### src/rtl/ahb_burst_write_master.sv
// AHB-Lite burst write master.
// Accepts one command (start address, HBURST code, INCR length) and streams write
// beats from a valid/ready source onto the bus as SINGLE / INCR / INCR4 / INCR8 /
// INCR16 transfers, with address/data phase pipelining, HREADY stalls, BUSY on data
// underrun, re-NONSEQ at 1KB boundaries for INCR, and two-cycle ERROR abort.
//
// Ports
//   HCLK, HRESET                        clock, synchronous active-high reset
//   cmd_valid/cmd_ready                 command handshake
//   cmd_addr, cmd_burst, cmd_len        start address, HBURST code, INCR beat count
//   wdata_valid/wdata_ready, wdata      write-data stream
//   HADDR, HTRANS, HWRITE, HSIZE,
//   HBURST, HWDATA                      AHB-Lite master outputs
//   HREADY, HRESP                       AHB-Lite slave response
//   done, err                           end-of-command pulse, err=1 when aborted
module ahb_burst_write_master #(
  parameter int unsigned ADDR_W = 32,
  parameter int unsigned DATA_W = 32,
  parameter int unsigned LEN_W  = 8
) (
  input  logic              HCLK,
  input  logic              HRESET,
  input  logic              cmd_valid,
  output logic              cmd_ready,
  input  logic [ADDR_W-1:0] cmd_addr,
  input  logic [2:0]        cmd_burst,
  input  logic [LEN_W-1:0]  cmd_len,
  input  logic              wdata_valid,
  output logic              wdata_ready,
  input  logic [DATA_W-1:0] wdata,
  output logic [ADDR_W-1:0] HADDR,
  output logic [1:0]        HTRANS,
  output logic              HWRITE,
  output logic [2:0]        HSIZE,
  output logic [2:0]        HBURST,
  output logic [DATA_W-1:0] HWDATA,
  input  logic              HREADY,
  input  logic              HRESP,
  output logic              done,
  output logic              err
);

  // Counter must hold both INCR16 (16) and the largest INCR length.
  localparam int unsigned       CNT_W     = (LEN_W > 5) ? LEN_W : 5;
  localparam logic [2:0]        HSIZE_C   = 3'($clog2(DATA_W / 8));
  localparam logic [ADDR_W-1:0] ADDR_STEP = ADDR_W'(DATA_W / 8);

  localparam logic [1:0] TransIdle   = 2'b00;
  localparam logic [1:0] TransBusy   = 2'b01;
  localparam logic [1:0] TransNonseq = 2'b10;
  localparam logic [1:0] TransSeq    = 2'b11;

  localparam logic [2:0] BurstSingle = 3'b000;
  localparam logic [2:0] BurstIncr   = 3'b001;
  localparam logic [2:0] BurstIncr4  = 3'b011;
  localparam logic [2:0] BurstIncr8  = 3'b101;
  localparam logic [2:0] BurstIncr16 = 3'b111;

  typedef enum logic [1:0] {StIdle, StActive, StLast, StAbort} state_e;

  state_e              state_q, state_d;
  logic [ADDR_W-1:0]   haddr_q, haddr_d;
  logic [2:0]          hburst_q, hburst_d;
  logic [2:0]          hsize_q, hsize_d;
  logic [DATA_W-1:0]   hwdata_q, hwdata_d;
  logic [CNT_W-1:0]    beats_q, beats_d;
  logic                first_q, first_d;   // next beat opens the burst
  logic                dphase_q, dphase_d; // a data phase is outstanding in StActive

  logic [CNT_W-1:0]    beats_init;
  logic [1:0]          htrans;
  logic                first_beat;
  logic                err_now;
  logic                accept;
  logic                done_c;
  logic                err_c;

  always_comb begin
    case (cmd_burst)
      BurstSingle: beats_init = CNT_W'(1);
      BurstIncr:   beats_init = (cmd_len == '0) ? CNT_W'(1) : CNT_W'(cmd_len);
      BurstIncr4:  beats_init = CNT_W'(4);
      BurstIncr8:  beats_init = CNT_W'(8);
      BurstIncr16: beats_init = CNT_W'(16);
      default:     beats_init = CNT_W'(1);
    endcase
  end

  // An INCR beat landing on a 1KB boundary restarts the burst with NONSEQ, and like
  // the opening beat it idles (never BUSY) while no data is available.
  assign first_beat = first_q || (hburst_q == BurstIncr && haddr_q[9:0] == 10'd0);

  // First ERROR cycle of a data phase: drop HTRANS to IDLE immediately.
  assign err_now = HRESP && !HREADY &&
                   ((state_q == StActive && dphase_q) || state_q == StLast);

  always_comb begin
    state_d  = state_q;
    htrans   = TransIdle;
    done_c   = 1'b0;
    err_c    = 1'b0;
    case (state_q)
      StIdle: begin
        if (cmd_valid) state_d = StActive;
      end
      StActive: begin
        if (err_now) begin
          state_d = StAbort;
        end else begin
          if (first_beat) htrans = wdata_valid ? TransNonseq : TransIdle;
          else            htrans = wdata_valid ? TransSeq : TransBusy;
          if (HREADY && wdata_valid && beats_q == CNT_W'(1)) state_d = StLast;
        end
      end
      StLast: begin
        if (err_now) begin
          state_d = StAbort;
        end else if (HREADY) begin
          done_c  = 1'b1;
          state_d = StIdle;
        end
      end
      StAbort: begin
        if (HREADY) begin
          done_c  = 1'b1;
          err_c   = 1'b1;
          state_d = StIdle;
        end
      end
      default: state_d = StIdle;
    endcase
  end

  // HTRANS is NONSEQ/SEQ only when wdata_valid is high, so ready implies a handshake.
  assign wdata_ready = HREADY && htrans[1];
  assign accept      = wdata_ready && wdata_valid;

  always_comb begin
    haddr_d  = haddr_q;
    hburst_d = hburst_q;
    hsize_d  = hsize_q;
    hwdata_d = hwdata_q;
    beats_d  = beats_q;
    first_d  = first_q;
    dphase_d = dphase_q;
    if (state_q == StIdle && cmd_valid) begin
      haddr_d  = cmd_addr;
      hburst_d = cmd_burst;
      hsize_d  = HSIZE_C;
      beats_d  = beats_init;
      first_d  = 1'b1;
      dphase_d = 1'b0;
    end
    if (accept) begin
      hwdata_d = wdata;
      haddr_d  = haddr_q + ADDR_STEP;
      beats_d  = beats_q - CNT_W'(1);
      first_d  = 1'b0;
      dphase_d = 1'b1;
    end else if (HREADY) begin
      dphase_d = 1'b0;
    end
    if (done_c) begin
      hburst_d = '0;
      hsize_d  = '0;
    end
  end

  always_ff @(posedge HCLK) begin
    if (HRESET) begin
      state_q  <= StIdle;
      haddr_q  <= '0;
      hburst_q <= '0;
      hsize_q  <= '0;
      hwdata_q <= '0;
      beats_q  <= '0;
      first_q  <= 1'b0;
      dphase_q <= 1'b0;
    end else begin
      state_q  <= state_d;
      haddr_q  <= haddr_d;
      hburst_q <= hburst_d;
      hsize_q  <= hsize_d;
      hwdata_q <= hwdata_d;
      beats_q  <= beats_d;
      first_q  <= first_d;
      dphase_q <= dphase_d;
    end
  end

  assign cmd_ready = (state_q == StIdle);
  assign HTRANS    = htrans;
  assign HWRITE    = (htrans != TransIdle);
  assign HADDR     = haddr_q;
  assign HSIZE     = hsize_q;
  assign HBURST    = hburst_q;
  assign HWDATA    = hwdata_q;
  assign done      = done_c;
  assign err       = err_c;

endmodule

### config.mk
export PLATFORM = sky130hd
export DESIGN_NAME = ahb_burst_write_master
export DESIGN_NICKNAME = d
export VERILOG_FILES = /design/src/rtl/ahb_burst_write_master.sv
export SDC_FILE = /design/constraint.sdc
export NUM_CORES = 1
export LEC_CHECK = 0
export ABC_AREA = 0
export BUFFER_PORTS_ARGS = -buffer_cell sky130_fd_sc_hd__buf_2
export CAP_MARGIN = 15
export CORE_ASPECT_RATIO = 1.5
export CORE_MARGIN = 4
export CORE_UTILIZATION = 50
export CTS_BUF_LIST = sky130_fd_sc_hd__clkbuf_8
export DETAILED_ROUTE_END_ITERATION = 10
export MAX_ROUTING_LAYER = met4
export PLACE_DENSITY = 0.81
export REMOVE_ABC_BUFFERS = 1
export SETUP_SLACK_MARGIN = 0.02
export SYNTH_ARGS = -nofsm -noshare
export SYNTH_HDL_FRONTEND = slang
export SYNTH_SLANG_ARGS = --single-unit
### constraint.sdc
create_clock -name HCLK -period 2.3 [get_ports HCLK]
set_input_delay 0.23 -clock HCLK [delete_from_list [all_inputs] [get_ports HCLK]]
set_output_delay 0.23 -clock HCLK [all_outputs]
set_load 0.05 [all_outputs]
==> results of run 1 <==
final timing paths:
kind / startpoint / endpoint / cells past startpoint
worst max-delay path: HADDR[2]$_SDFFE_PP0P_ / HWRITE / 6
worst min-delay path: wdata[22] / HWDATA[22]$_SDFFE_PP0P_ / 3
worst max register to register: HADDR[5]$_SDFFE_PP0P_ / HADDR[31]$_SDFFE_PP0P_ / 5
worst min register to register: HWDATA[24]$_SDFFE_PP0P_ / HWDATA[24]$_SDFFE_PP0P_ / 2
final cells by class:
| cell class | instances | area, µm² |
|---|---|---|
| clock buffers | 11 | 151.4 |
| inverters | 10 | 38.79 |
| flip-flops and latches | 80 | 1604 |
| well taps | 100 | 125.1 |
| clock inverters | 5 | 55.05 |
| fillers | 649 | 2454 |
| multi-input cells | 370 | 2073 |
| repair buffers | 162 | 868.3 |
synthesized netlist by cell type, drive strengths merged (4+ instances only):
cell type | instances | area, µm²
a21oi | 69 | 345.3
a2bb2oi | 4 | 35.03
a31oi | 12 | 75.07
and3 | 5 | 31.28
buf | 11 | 78.82
clkbuf | 19 | 72.56
dfxtp | 80 | 1602
ha | 4 | 50.05
inv | 10 | 37.53
mux2 | 6 | 67.56
nand2 | 122 | 457.9
nand2b | 4 | 25.02
nand3 | 21 | 110.1
nand4 | 7 | 58.81
nor2 | 26 | 107.6
nor3 | 16 | 101.4
nor4 | 7 | 50.05
o211ai | 9 | 67.56
or2 | 6 | 37.54
or3 | 9 | 56.30
worst min-delay path, stage by stage:
cell     delay [ps]
buf_2            90
nand2_1          40
a21oi_1          50
power groups by stage:
stage | Clock, mW | Combinational [mW] | Sequential [mW]
after floorplan | 0 | 0.358 | 1.85
after global placement | 0 | 0.888 | 1.61
after detailed placement | 0 | 0.901 | 1.62
after CTS | 1.08 | 0.911 | 1.59
after global routing | 1.14 | 0.982 | 1.61
final | 1.05 | 0.912 | 1.59
cell families (layout without fill, tap and decap cells):
kind of cell    after synthesis  in the layout
simple gates                237            237
compound gates              118            118
flops                        80             80
buf+inv                      40            188
mux                           8              8
fa+ha+maj                     4              4
other cells                   1              2
xor+xnor                      1              1
routing by layer:
| metal | global-route usage, % | up-vias | wire (µm) |
|---|---|---|---|
| li1 | - | 2014 | - |
| met1 | 27.50 | 1855 | 4399 |
| met2 | 44.62 | 153 | 5744 |
| met3 | 6.113 | 21 | 774 |
| met4 | 11.70 | 0 | 249 |
| met5 | - | - | 0 |
registers in the layout (all words and copies together) (netlist names):
register  flops
first_q       1
dphase_q      1
state_q       2
HADDR        32
HSIZE         1
HWDATA       32
beats_q       8
HBURST        3
layout by cell type (no fill, tap or decap), types with 11 or more instances in the layout:
cell type	Yosys	final
a21oi_1	69	68
a31oi_1	12	12
buf_2	3	154
clkbuf_8	0	11
dfxtp_1	80	78
nand2_1	122	122
nand3_1	20	20
nor2_1	24	24
nor3_1	13	13
stage by stage:
step	TNS (ps)	instance area (µm²)	utilization (%)	hold WS, ps	worst slack, ps
floorplan	-2434	3684	-	294.6	-902.3
global placement	0	4681	63.51	439.2	352.0
detailed placement	0	4681	63.51	445.9	273.3
CTS	0	4903	66.54	92.51	59.10
global route	0	4916	66.71	90.81	45.07
finish	0	4916	66.71	107.6	158.3
repair_timing:
item	4_1_cts	5_1_grt
setup buffers	0	0
endpoints found under the setup margin	2	3
gates resized for setup	4	4
==> results.yml, run 1 <==
outcome:
  run_status: "complete, no violations"
final_layout:
  antenna_cells_inserted: 0
  final_net_count: 718
  synthToLayoutAreaGrowth_pct: 28.31
  final_layout_size_suffix_gt1_share_pct: 32.60
  final_standard_cell_count_with_taps_included_and_fillers_excluded: 738
route:
  avgViaCountPerCell: 5.478
  drcViolationCount: 0
  drt-pass1-iter-count: 4
  route.final.wire_length_um: 11170
  drtIter0Drc: 223
  final_antenna_net_count: 0
  num_vias: 4043
  wire_per_inst_um: 15.13
die:
  floorplan.core_area_mm2: 0.007370
  start_util_pct: 51.99
  design.die.area_mm2: 0.009155
  die_width_um: 79.47
  die_h_um: 115.2
  placementRows: 38
  pin_count: 158
cts:
  cts-root-to-sink-buffers: 2
  clock_sinks: 80
  path_clk_slew_ps: 80
  cts_hold_buffers: 0
  ctsRootBufferMaster: "clkbuf_8"
  cts_tree: "done"
  tritoncts.num_buffers: 9
  clock_latency_ps: 350
  cts_max_level: 3
power:
  clockPowerShare_pct: 29.6
  power-per-cell-area_mw_per_mm2: 724.4
  net_switching_power_mw: 1.241
  sw_frac_of_total_pct: 34.84
  report.power.total_mw: 3.561
  peakVddDrop_v: 0.0005071
  power.sequential.fraction_pct: 44.8
  cell_internal_pwr_mw: 2.320
  gate_power_share_pct: 25.6
  total_leakage_power_nw: 2.120
global_routing:
  first_global_vias: 4097
  grt_util_overall_pct: 25.77
  grt_antenna_before_repair: 0
  remaining_global_route_overflow: 0
  global_route_wire_length_before_repair_um: 18190
  grt_max_degree: 44
place:
  gp_congestion: 0.8448
  placement.io_buffers: 155
  hpwl_um: 8423
  dp_cells: 722
logic_synthesis:
  compound_gate_portion_of_the_synthesized_area_pct: 18.71
  synth_top_family_by_area: "simple AND/OR/NAND/NOR gates"
  synth_mux_area_share_pct: 2.286
  synthesis.area_mm2: 0.003831
  post_synth_xor_area_fraction_pct: 0.2286
  asyncSetResetFlopFracSynth_pct: 0
  synth.avg_cell_area_um2: 7.835
  postSynthCellCount: 489
  postSynthRegisterBits: 80
  yosysUniqueCellTypes: 62
  synth_adder_area_share_pct: 1.306
  synth_enable_flop_cells: 0
  synth_ff_type: "dfxtp_1"
  synthSimpleGateAreaFrac_pct: 30.63
  synth_warnings: 0
  synth.yosys.seq_area_share_pct: 41.80
critical_path:
  worst_path_dominant_cell_family: "flip-flops"
  critPathLaunchType: "flop"
  cp_data_arrival_time_ps: 1910
  worstPathBufferInverterCount: 2
  cp_max_fo: 7
  worstPathCellList: "inv_1 -> ha_1 -> nor4b_2 -> a311oi_2 -> or2_2 -> buf_4"
  timing.critical_path.slowest_cell_delay_ps: 440
  critPathRequiredTime_ps: 2070
  worstSetupEndpointType: "primary output"
  critical_path.slowest_cell: "dfxtp_1"
  ff2ff_setup_slack_ps: 310
  critPathKind: "reg2out"
sta:
  fmax_ghz: 0.4669
  setup_viol: 0
  grt_setup_unrepaired: "no"
  worst_clock_skew_ps: 8.024
  post-route-min-period_ps: 2142
  max_slew_margin_pct: 46.67
  finalHoldViolCount: 0
  min_period_over_period_pct: 93.12
  timing_max_transition_violations_final: 0
  worst-slew-pin-transition_ps: 800.0
worst_hold_path:
  holdCritPathClass: "in2reg"
job:
  max_cap_viol_count: 0
Power figures use the tool's default switching activity.
==> run 2, diff against run 1 <==
Settings changed: CAP_MARGIN 15 to 25.
Clock period 2.3 ns to 2.32 ns, I/O delays scaled along.
==> results.yml, run 2 (same netlist as run 1, synthesis figures left out) <==
sta:
  min_period_over_period_pct: 95.58
  tns_ps: 0
  worst_clock_skew_ps: 10.95
  fmax_ghz: 0.4510
  worst-slew-pin-transition_ps: 763.8
  post-route-min-period_ps: 2217
  setup_slack_ps: 102.6
  timing_max_transition_violations_final: 0
  max_slew_margin_pct: 49.08
  grt_setup_unrepaired: "yes"
  finalHoldViolCount: 0
  hold_ws_ps: 100.8
  setup_viol: 0
power:
  report.power.total_mw: 3.555
  peakVddDrop_v: 0.0004700
  power-per-cell-area_mw_per_mm2: 727.1
  total_leakage_power_nw: 2.118
cts:
  postCtsSetupRepairBufs: 0
  cts-root-to-sink-buffers: 2
  cts_max_level: 3
  path_clk_slew_ps: 80
  clock_latency_ps: 360
  cts_tree: "done"
  tritoncts.num_buffers: 9
  clock_sinks: 80
  cts_hold_buffers: 0
  ctsRootBufferMaster: "clkbuf_8"
route:
  drcViolationCount: 0
  avgViaCountPerCell: 5.552
  route.final.wire_length_um: 11220
  final_antenna_net_count: 0
  num_vias: 4092
  drt-pass1-iter-count: 5
  drtIter0Drc: 244
  wire_per_inst_um: 15.23
place:
  dp_cells: 722
  gp_congestion: 0.8282
  dp_worst_setup_slack_ps: 350.3
  dpl_cell_area_mm2: 0.004656
  placement.io_buffers: 155
  hpwl_um: 8264
global_routing:
  first_global_vias: 4011
  grt_max_degree: 44
  global_route_wire_length_before_repair_um: 18170
  remaining_global_route_overflow: 0
  grt_util_overall_pct: 25.85
  grt_antenna_before_repair: 0
final_layout:
  final_layout_size_suffix_gt1_share_pct: 32.18
  final_standard_cell_count_with_taps_included_and_fillers_excluded: 737
  synthToLayoutAreaGrowth_pct: 27.63
  final_cell_mix: "buf_2 (154), nand2_1 (122), dfxtp_1 (79)"
  finalCoreUtilization_pct: 66.35
  final_common_cell: "buf_2"
  antenna_cells_inserted: 0
  final_net_count: 718
  postLayoutCellArea_mm2: 0.004890
die:
  die_width_um: 79.47
  start_util_pct: 51.99
  design.die.area_mm2: 0.009155
  pin_count: 158
  die_h_um: 115.2
  floorplan.core_area_mm2: 0.007370
  placementRows: 38
critical_path:
  critPathKind: "reg2out"
  critPathLaunchType: "flop"
  worst_r2r_startpoint: "state_q[1]$_SDFFE_PP0P_"
  ff2ff_setup_slack_ps: 350
  timing.reg2reg.worst_path_depth: 6
  critPathRequiredTime_ps: 2090
  rr_endpoint: "HADDR[23]$_SDFFE_PP0P_"
  cp_max_fo: 7
  cp_data_arrival_time_ps: 1990
  worstSetupEndpointType: "primary output"
worst_hold_path:
  holdCritPathClass: "in2reg"
  worstHoldEndpoint: "HADDR[0]$_SDFFE_PP0P_"
  beginning_of_the_worst_hold_path: "cmd_addr[0]"
  hold_path_depth: 3
job:
  max_cap_viol_count: 0
outcome:
  run_status: "complete, no violations"
run 2: cell count changes in the layout (fill, tap and decap cells not counted):
cell,change
buf_4,+1
clkinv_2,-2
dfxtp_1,+1
dfxtp_2,-1
clkbuf_8,+1
clkbuf_4,+1
inv_1,+1
clkinvlp_4,-1
buf_12,-2
run 2: how the worst max path moves through the flow:
| stage | start | depth (start not counted) | slack, ps | endpoint |
|---|---|---|---|---|
| after detailed placement | state_q[0]$_SDFFE_PP0P_ | 5 | 350 | HADDR[31]$_SDFFE_PP0P_ |
| after global routing | HADDR[6]$_SDFFE_PP0P_ | 4 | 20 | HWRITE |
| after floorplan | HADDR[2]$_SDFFE_PP0P_ | 5 | -880 | HWRITE |
| final | HADDR[6]$_SDFFE_PP0P_ | 4 | 100 | HWRITE |
| after CTS | HADDR[2]$_SDFFE_PP0P_ | 6 | 30 | HWRITE |
| after global placement | state_q[0]$_SDFFE_PP0P_ | 5 | 420 | HADDR[31]$_SDFFE_PP0P_ |
run 2: power breakdown:
part           switching (mW)  total, mW  internal, mW
clock network           0.504       1.08         0.576
registers               0.111       1.58          1.47
logic                   0.625      0.896         0.272
total                    1.24       3.56          2.32
run 2: cell type report:
type	count	area [µm²]
clock buffer	12	165.2
clock inverter	3	41.29
fill	666	2480
inverter	10	38.79
multi-input combinational	370	2073
sequential	80	1603
tap	100	125.1
timing repair buffer	162	843.3
run 2: timing repair:
item,in CTS,in global routing
setup endpoints to repair,1,3
endpoints found under the hold margin,0,0
gates resized for setup,1,6
run 2: routing by layer:
| layer | track usage (%) | vias to the layer above | wire length [µm] |
|---|---|---|---|
| met5 | - | - | 0 |
| met4 | 13.07 | 0 | 318 |
| met3 | 5.251 | 29 | 863 |
| met2 | 42.28 | 177 | 5685 |
| met1 | 29.75 | 1885 | 4355 |
| li1 | - | 2001 | - |
run 2: critical path: stages (launching register included):
cell      delay, ps
dfxtp_1         370
nor4_1          530
a311oi_2        200
or2_2           320
clkbuf_4        210
